$ cat config.mk
export PLATFORM = sky130hd
export DESIGN_NAME = iiitb_fifo
export DESIGN_NICKNAME = d
export VERILOG_FILES = /design/src/rtl/iiitb_fifo.sv
export SDC_FILE = /design/constraint.sdc
export NUM_CORES = 1
export LEC_CHECK = 0
export BUFFER_PORTS_ARGS = -buffer_cell sky130_fd_sc_hd__buf_4
export CAP_MARGIN = 20
export CORE_MARGIN = 2
export CORE_UTILIZATION = 55
export CTS_CLUSTER_SIZE = 16
export DETAILED_ROUTE_END_ITERATION = 6
export PLACE_DENSITY = 0.76
export SLEW_MARGIN = 40
export SYNTH_ARGS = -nofsm -noshare
export SYNTH_HDL_FRONTEND = slang
export SYNTH_SLANG_ARGS = --single-unit
$ cat constraint.sdc
create_clock -name clk -period 4.4 [get_ports clk]
set_input_delay 0.22 -clock clk [delete_from_list [all_inputs] [get_ports clk]]
set_output_delay 0.22 -clock clk [all_outputs]
set_load 0.01 [all_outputs]
$ cat src/rtl/iiitb_fifo.sv
// iiitb_fifo: single-clock synchronous FIFO, 2^BUF_WIDTH entries of DATA_WIDTH
// bits, with a registered read-data output.
//   clk          : system clock, all state updates on the rising edge
//   rst          : asynchronous active-low reset
//   buf_in       : write data
//   wr_en/rd_en  : write / read requests
//   buf_out      : registered read data, holds when no read is accepted
//   buf_empty    : occupancy == 0
//   buf_full     : occupancy == 2^BUF_WIDTH
//   fifo_counter : current occupancy, 0..2^BUF_WIDTH
module iiitb_fifo #(
  parameter int BUF_WIDTH  = 3,
  parameter int DATA_WIDTH = 8
) (
  input  logic                  clk,
  input  logic                  rst,
  input  logic [DATA_WIDTH-1:0] buf_in,
  input  logic                  wr_en,
  input  logic                  rd_en,
  output logic [DATA_WIDTH-1:0] buf_out,
  output logic                  buf_empty,
  output logic                  buf_full,
  output logic [BUF_WIDTH:0]    fifo_counter
);

  localparam int                DEPTH_I = 1 << BUF_WIDTH;
  localparam logic [BUF_WIDTH:0] DEPTH  = (BUF_WIDTH+1)'(DEPTH_I);

  logic [DATA_WIDTH-1:0] mem_q [DEPTH_I];

  logic [BUF_WIDTH-1:0]  wr_ptr_q, wr_ptr_d;
  logic [BUF_WIDTH-1:0]  rd_ptr_q, rd_ptr_d;
  logic [BUF_WIDTH:0]    cnt_q, cnt_d;
  logic [DATA_WIDTH-1:0] buf_out_q, buf_out_d;
  logic                  wr_ok, rd_ok;

  // Flags come straight from the counter; pointers alone cannot tell
  // full from empty since they wrap onto each other.
  assign buf_empty    = (cnt_q == '0);
  assign buf_full     = (cnt_q == DEPTH);
  assign fifo_counter = cnt_q;
  assign buf_out      = buf_out_q;

  assign wr_ok = wr_en && !buf_full;
  assign rd_ok = rd_en && !buf_empty;

  always_comb begin
    wr_ptr_d  = wr_ptr_q;
    rd_ptr_d  = rd_ptr_q;
    cnt_d     = cnt_q;
    buf_out_d = buf_out_q;
    if (wr_ok) wr_ptr_d = wr_ptr_q + 1'b1;
    if (rd_ok) begin
      rd_ptr_d  = rd_ptr_q + 1'b1;
      buf_out_d = mem_q[rd_ptr_q];
    end
    case ({wr_ok, rd_ok})
      2'b10:   cnt_d = cnt_q + 1'b1;
      2'b01:   cnt_d = cnt_q - 1'b1;
      default: cnt_d = cnt_q;
    endcase
  end

  always_ff @(posedge clk or negedge rst) begin
    if (!rst) begin
      wr_ptr_q  <= '0;
      rd_ptr_q  <= '0;
      cnt_q     <= '0;
      buf_out_q <= '0;
    end else begin
      wr_ptr_q  <= wr_ptr_d;
      rd_ptr_q  <= rd_ptr_d;
      cnt_q     <= cnt_d;
      buf_out_q <= buf_out_d;
    end
  end

  // Storage is deliberately not reset.
  always_ff @(posedge clk) begin
    if (wr_ok) mem_q[wr_ptr_q] <= buf_in;
  end

endmodule

* Yosys cells after proc, flatten, opt, wreduce, memory -nomap -nowiden
Memories as Yosys holds them, arrays and structs flattened. A register that Yosys moved wholly into a read port is not among the register bits.
Cells that the tools add are included.
** Storage, ports and cells
- Output and inout bits :: 14
- Register bits :: 10
- Memories :: 1
- Word-level logic and storage cells :: 21
- Memory bits (writable) :: 64
- Bits of input ports :: 12
** Memories
- mem_q :: words 8, bits a word 8, read ports 1, clocked after memory_dff 1, wr ports 1, RTL line 29 : logic [DATA_WIDTH-1:0] mem_q [DEPTH_I];
** Cells by class
- Eq/ne operators :: 3
- Reduce and logical (&&, ||, !) cells :: 7
- Mux-type cells :: 3
- Add/sub/neg operators :: 4
** Operators by type and width (number)
- one-hot mux 4 bit (2 select lines) :: 1
- adder 3 x 1 -> 3 bit (second input constant) :: 2
- adder 4 x 1 -> 4 bit (second input constant) :: 1
- equality test 4 bit (second input constant) :: 1
- zero test 4 bit :: 1
- subtractor 4 x 1 -> 4 bit (second input constant) :: 1
- zero test 1 bit :: 3
- equality test 2 x 1 -> 1 bit (second input constant) :: 1
- equality test 2 bit (second input constant) :: 1
- logical AND 1 bit :: 2
- 2-to-1 mux 1 bit :: 2
- nonzero test 2 bit :: 1

* Logic depth before layout (Yosys ltp)
- Depth after elaboration :: 5
- Gate-level depth with buffers :: 10
- Depth with buffers taken out :: 9

* Worst setup path before layout
OpenSTA, ideal clock, no wires.
- Path kind :: register to register
- Start :: register cnt_q[0], in the netlist fifo_counter[0]
- End :: register cnt_q[3], in the netlist fifo_counter[3]
- Clock period less this slack :: 2.406 ns
- Path buffers :: 1
- Setup time :: 0.116 ns
- Required time :: 4.284 ns
- Path slack :: 1.994 ns
- Arrival time :: 2.290 ns
- Cell stages (with the launch flop) :: 9
- Cell sequence :: dfrtp_1 > buf_6 > o41ai_4 > inv_2 > ha_1 > ha_1 > a21oi_1 > o21ai_0 > o311ai_0
** On the way
- Word-level cells in the longest chain between the ends :: 5
- Elaborated cells on any way between the ends :: 12
- Classes of those cells :: add/sub (2); eq/ne (3); mux (1); reduce/logical (6)
** RTL lines
- from (decl) :: RTL line 33 : logic [BUF_WIDTH:0] cnt_q, cnt_d;
- from (signal assigned) :: RTL line 73 : cnt_q <= cnt_d;
- zero test 4 bit (*) :: RTL line 39 : assign buf_empty = (cnt_q == '0);
- zero test 1 bit (*) :: RTL line 45 : assign rd_ok = rd_en && !buf_empty;
- logical AND 1 bit (*) :: RTL line 45
- via rd_ok :: RTL line 35 : logic wr_ok, rd_ok;
- equality test 2 x 1 -> 1 bit or equality test 2 bit (tied branches) :: RTL line 57 : case ({wr_ok, rd_ok})
- one-hot mux 4 bit (2 select lines) or nonzero test 2 bit (tied branches)
The timed path passes the listed nets; every way through them passes the cells marked *.
A chain may end at the register's enable or synchronous reset.

* Worst setup path in the final report
- Start :: register cnt_q[0], in the netlist fifo_counter[0]
- End :: register cnt_q[3], in the netlist fifo_counter[3]
** On the way
- Word-level cells in the longest chain between the ends :: 5
- Elaborated cells on any way between the ends :: 12
- Classes of those cells :: add/sub (2); eq/ne (3); mux (1); reduce/logical (6)
** RTL lines (RTL line)
- equality test 4 bit or zero test 4 bit (tied branches) :: 40, 39
- zero test 1 bit, on equally long branches :: 44, 45
- logical AND 1 bit, on equally long branches :: 44, 45
- equality test 2 x 1 -> 1 bit or equality test 2 bit (tied branches) :: 57
- one-hot mux 4 bit (2 select lines) or nonzero test 2 bit (tied branches)
Several ways; a longest one is shown, not always the timed one.

==> impl_results.md <==
- Status: finished clean
- Critical Path AT: ~2800 ps
- Worst Tran Pin Value: 678 ps
- Fin. Hold Viols: 0
- Largest stage delay, worst path: 500 ps
- Worst setup slack after layout: roughly 1800 ps
- WP data required: between 4000 and 5000 ps
- Met1 Track Usage GR: between 20% and 30%
- Clock latency on the worst-skew pair: between 300 and 400 ps
- Busiest grt layer: met2
- Syn nets: 237
- All-Layer GR Usage: around a fifth
- Pwr per Cell Area: approximately 670 nW/µm²
- Vias: ~1.9k
- Final worst path period share: approximately three fifths
- Tmin final: 2610 ps
- Worst-path fanout max: 8
- Setup repair after global routing missed its margin: no
- Skew final: slightly below 8 ps
- GPL Wtd Cong: 0.735
- Overflow after GRT: 0
- Crit path launch type: register
- Hold Slack: 103 ps
- Leak Pwr: 1.47 nW
- Nets: ~270
- H-tree levels: 3
- CP Buf/Inv Count: 1
- Critical Path Most Common Cell: ha_1
- Cell Rows: 28
- Number of synthesized flops with an enable pin: 64
- CTS sink count: 82
- Die height: 82.8 µm
- Slew Viols, Final: 0
- ANT nets after route: 0
- Cell family with most CP delay: compound AO/OA/AOI/OAI gates
- Root Driver: clkbuf_8
- DR DRC count: 0
- First-pass GRT wire length: approximately 9.2 mm
- YS warnings: 0
- Core ar.: roughly 6000 µm²
- Detailed Route Iter0 Violations: 142
- Synth top cells by count: edfxtp_1, nand2_1, dfrtp_1
- Die area: approximately 6900 µm²
- Post-cts resize count: 0
- FMAX: roughly 380 MHz
- Post-CTS setup buffers: 0
- Power after layout: roughly 2.6 mW
- Post-Layout Inst Area: slightly below 4000 µm²
- Initial antenna violation count: 0
- Layout area overhead: 14.0%
- Ranking of synthesized cells by area: edfxtp_1, dfrtp_1, mux2i_1, mux2_1, nand2_1
- Cell variety after synth: 34
- Layout cells sized above 1: 22.3%
- N_diodes: 0
- Max-cap violation count: 0
- Primary FF master, synth: edfxtp_1
- Boundary Pins: 26
- Count leader, synth: edfxtp_1
- Hold WC Path Type: in -> reg
- Seq/Total Area, Yosys: 69.5%
- Largest net degree at the start of global routing: 35
- Max-slew headroom: 54.6%
- VDD IR max: between 0.5 and 0.6 mV
- IO Port Bufs: 25
- CTS max path bufs: 2
- Synthesis-stage register bit count: a little over 80
- Final setup fails: 0
- Routed len/inst: approximately 18 µm
- Synth area leader: edfxtp_1
- Placement-stage cell area: 3640 µm²
- Async SR Flop Fraction: between 20% and 30%
- Num CTS Buffers: 9
- Pre-CTS worst setup slack: ~1800 ps
- WL final: approximately 6.1 mm
- Crit-path cells: nor3_1 -> a21boi_1 -> inv_1 -> ha_1 -> ha_1 -> a21oi_1 -> o21ai_0 -> o311ai_0
- Die W: around 83 µm
- Syn Area/Cell: approximately 16 µm²
- Final core occ: between 60% and 70%
- Critical path class: reg -> reg
- Grt met3 use: 5.41%
- Clock Pin Slew Worst Setup and Hold Paths: 80 ps
- CTS tree: built
- Post-Syn Area: 3410 µm²
- Met2 Use GR: between 30% and 40%
- Synth Instances: 219
- Drt via density: roughly 5.6
- Reg-to-reg setup timing slack: approximately 1800 ps
- DP HPWL: 3.91 mm
- Top-area cell type share of the netlist area: between 50% and 60%
- CP endpoint kind: register
- Setup TNS: 0 ps
- Initial Utilization: 57.3%
- Slowest cell on the critical path: dfrtp_1
- DRT Pass-1 Iters: 4
- Final std cells w/o fill: about 330
- Vias in the first global route: between 1.5k and 2k
- Cells after DPL: between 300 and 400
-- layout make-up --
| cell class | count | area, µm² |
|---|---|---|
| Clock inverter | 5 | 104 |
| Sequential cell | 82 | 2370 |
| Inverter | 7 | 26.3 |
| Timing Repair Buffer | 30 | 228 |
| Multi-Input combinational cell | 121 | 937 |
| Tap cell | 75 | 93.8 |
| Fill cell | 441 | 2060 |
| Clock buffer | 11 | 131 |
-- cell families (layout without fill, tap and decap cells) --
family                     Yosys count  count (layout)  share of synthesized area, %
buffers and inverters               16              53                          3.48
DFF                                 82              82                          69.5
AOI/OAI and AO/OA                   31              31                          6.86
xor gates and xnor gates             5               5                          1.28
muxes                               33              33                          10.3
adders and majority gates            6               6                          2.42
and+or+nand+nor                     46              46                          6.20
-- state kept, by name (all words and copies together) (netlist names) --
signal,flops
rd_ptr_q,3
buf_out,8
fifo_counter,4
wr_ptr_q,3
mem_q,64
-- cell usage in the layout (no fill, tap or decap), drive strengths merged --
cell	n
a221o	8
nor2	7
bufinv	3
dlygate4sd3	1
nor3b	1
nor2b	1
dfrtp	18
nand2b	5
xor2	1
nor3	4
clkbuf	11
buf	29
inv	7
mux2	16
edfxtp	64
a21oi	1
ha	5
a21boi	1
or3	1
o22ai	8
and2	1
nand4b	1
o311ai	1
clkinv	2
xnor2	4
fa	1
o21ai	11
mux2i	17
nor4	2
o41ai	1
nand2	23
-- worst reg2reg max path, stage by stage (launching register included) --
cell	delay [ps]
dfrtp_1	500
nor3_1	120
a21boi_1	360
inv_1	160
ha_1	330
ha_1	300
a21oi_1	250
o21ai_0	170
o311ai_0	320
-- worst paths after layout --
check                                             from                          end  cells after the start
setup / recovery           fifo_counter[0]$_DFFE_PN0P_  fifo_counter[3]$_DFFE_PN0P_                      8
hold / removal                               buf_in[2]        mem_q[6][2]$_DFFE_PP_                      1
setup reg to reg           fifo_counter[0]$_DFFE_PN0P_  fifo_counter[3]$_DFFE_PN0P_                      8
hold reg to reg                 buf_out[2]$_DFFE_PN0P_       buf_out[2]$_DFFE_PN0P_                      2
max in group asynchronous                          rst       buf_out[3]$_DFFE_PN0P_                      2
min in group asynchronous                          rst       buf_out[1]$_DFFE_PN0P_                      2
-- power breakdown --
group	switching [mW]	leakage (nW)	total (mW)	internal, mW
clock network	0.258	0.118	0.636	0.378
logic	0.476	0.553	0.856	0.380
registers	0.114	0.796	1.13	1.01
-- metal layers --
| metal | part of all wire, % | wire length (µm) |
|---|---|---|
| met3 | 3.7 | 229 |
| met4 | 3.3 | 202 |
| met1 | 45 | 2750 |
| met2 | 48 | 2940 |
| met5 | 0 | 0 |
-- what timing repair did --
| item | 4_1_cts | 5_1_grt |
|---|---|---|
| hold buffers | 1 | 0 |
| endpoints found under the hold margin | 18 | 0 |
| endpoints found under the setup margin | 0 | 0 |
Note: power is estimated with default switching activity, not from simulation.
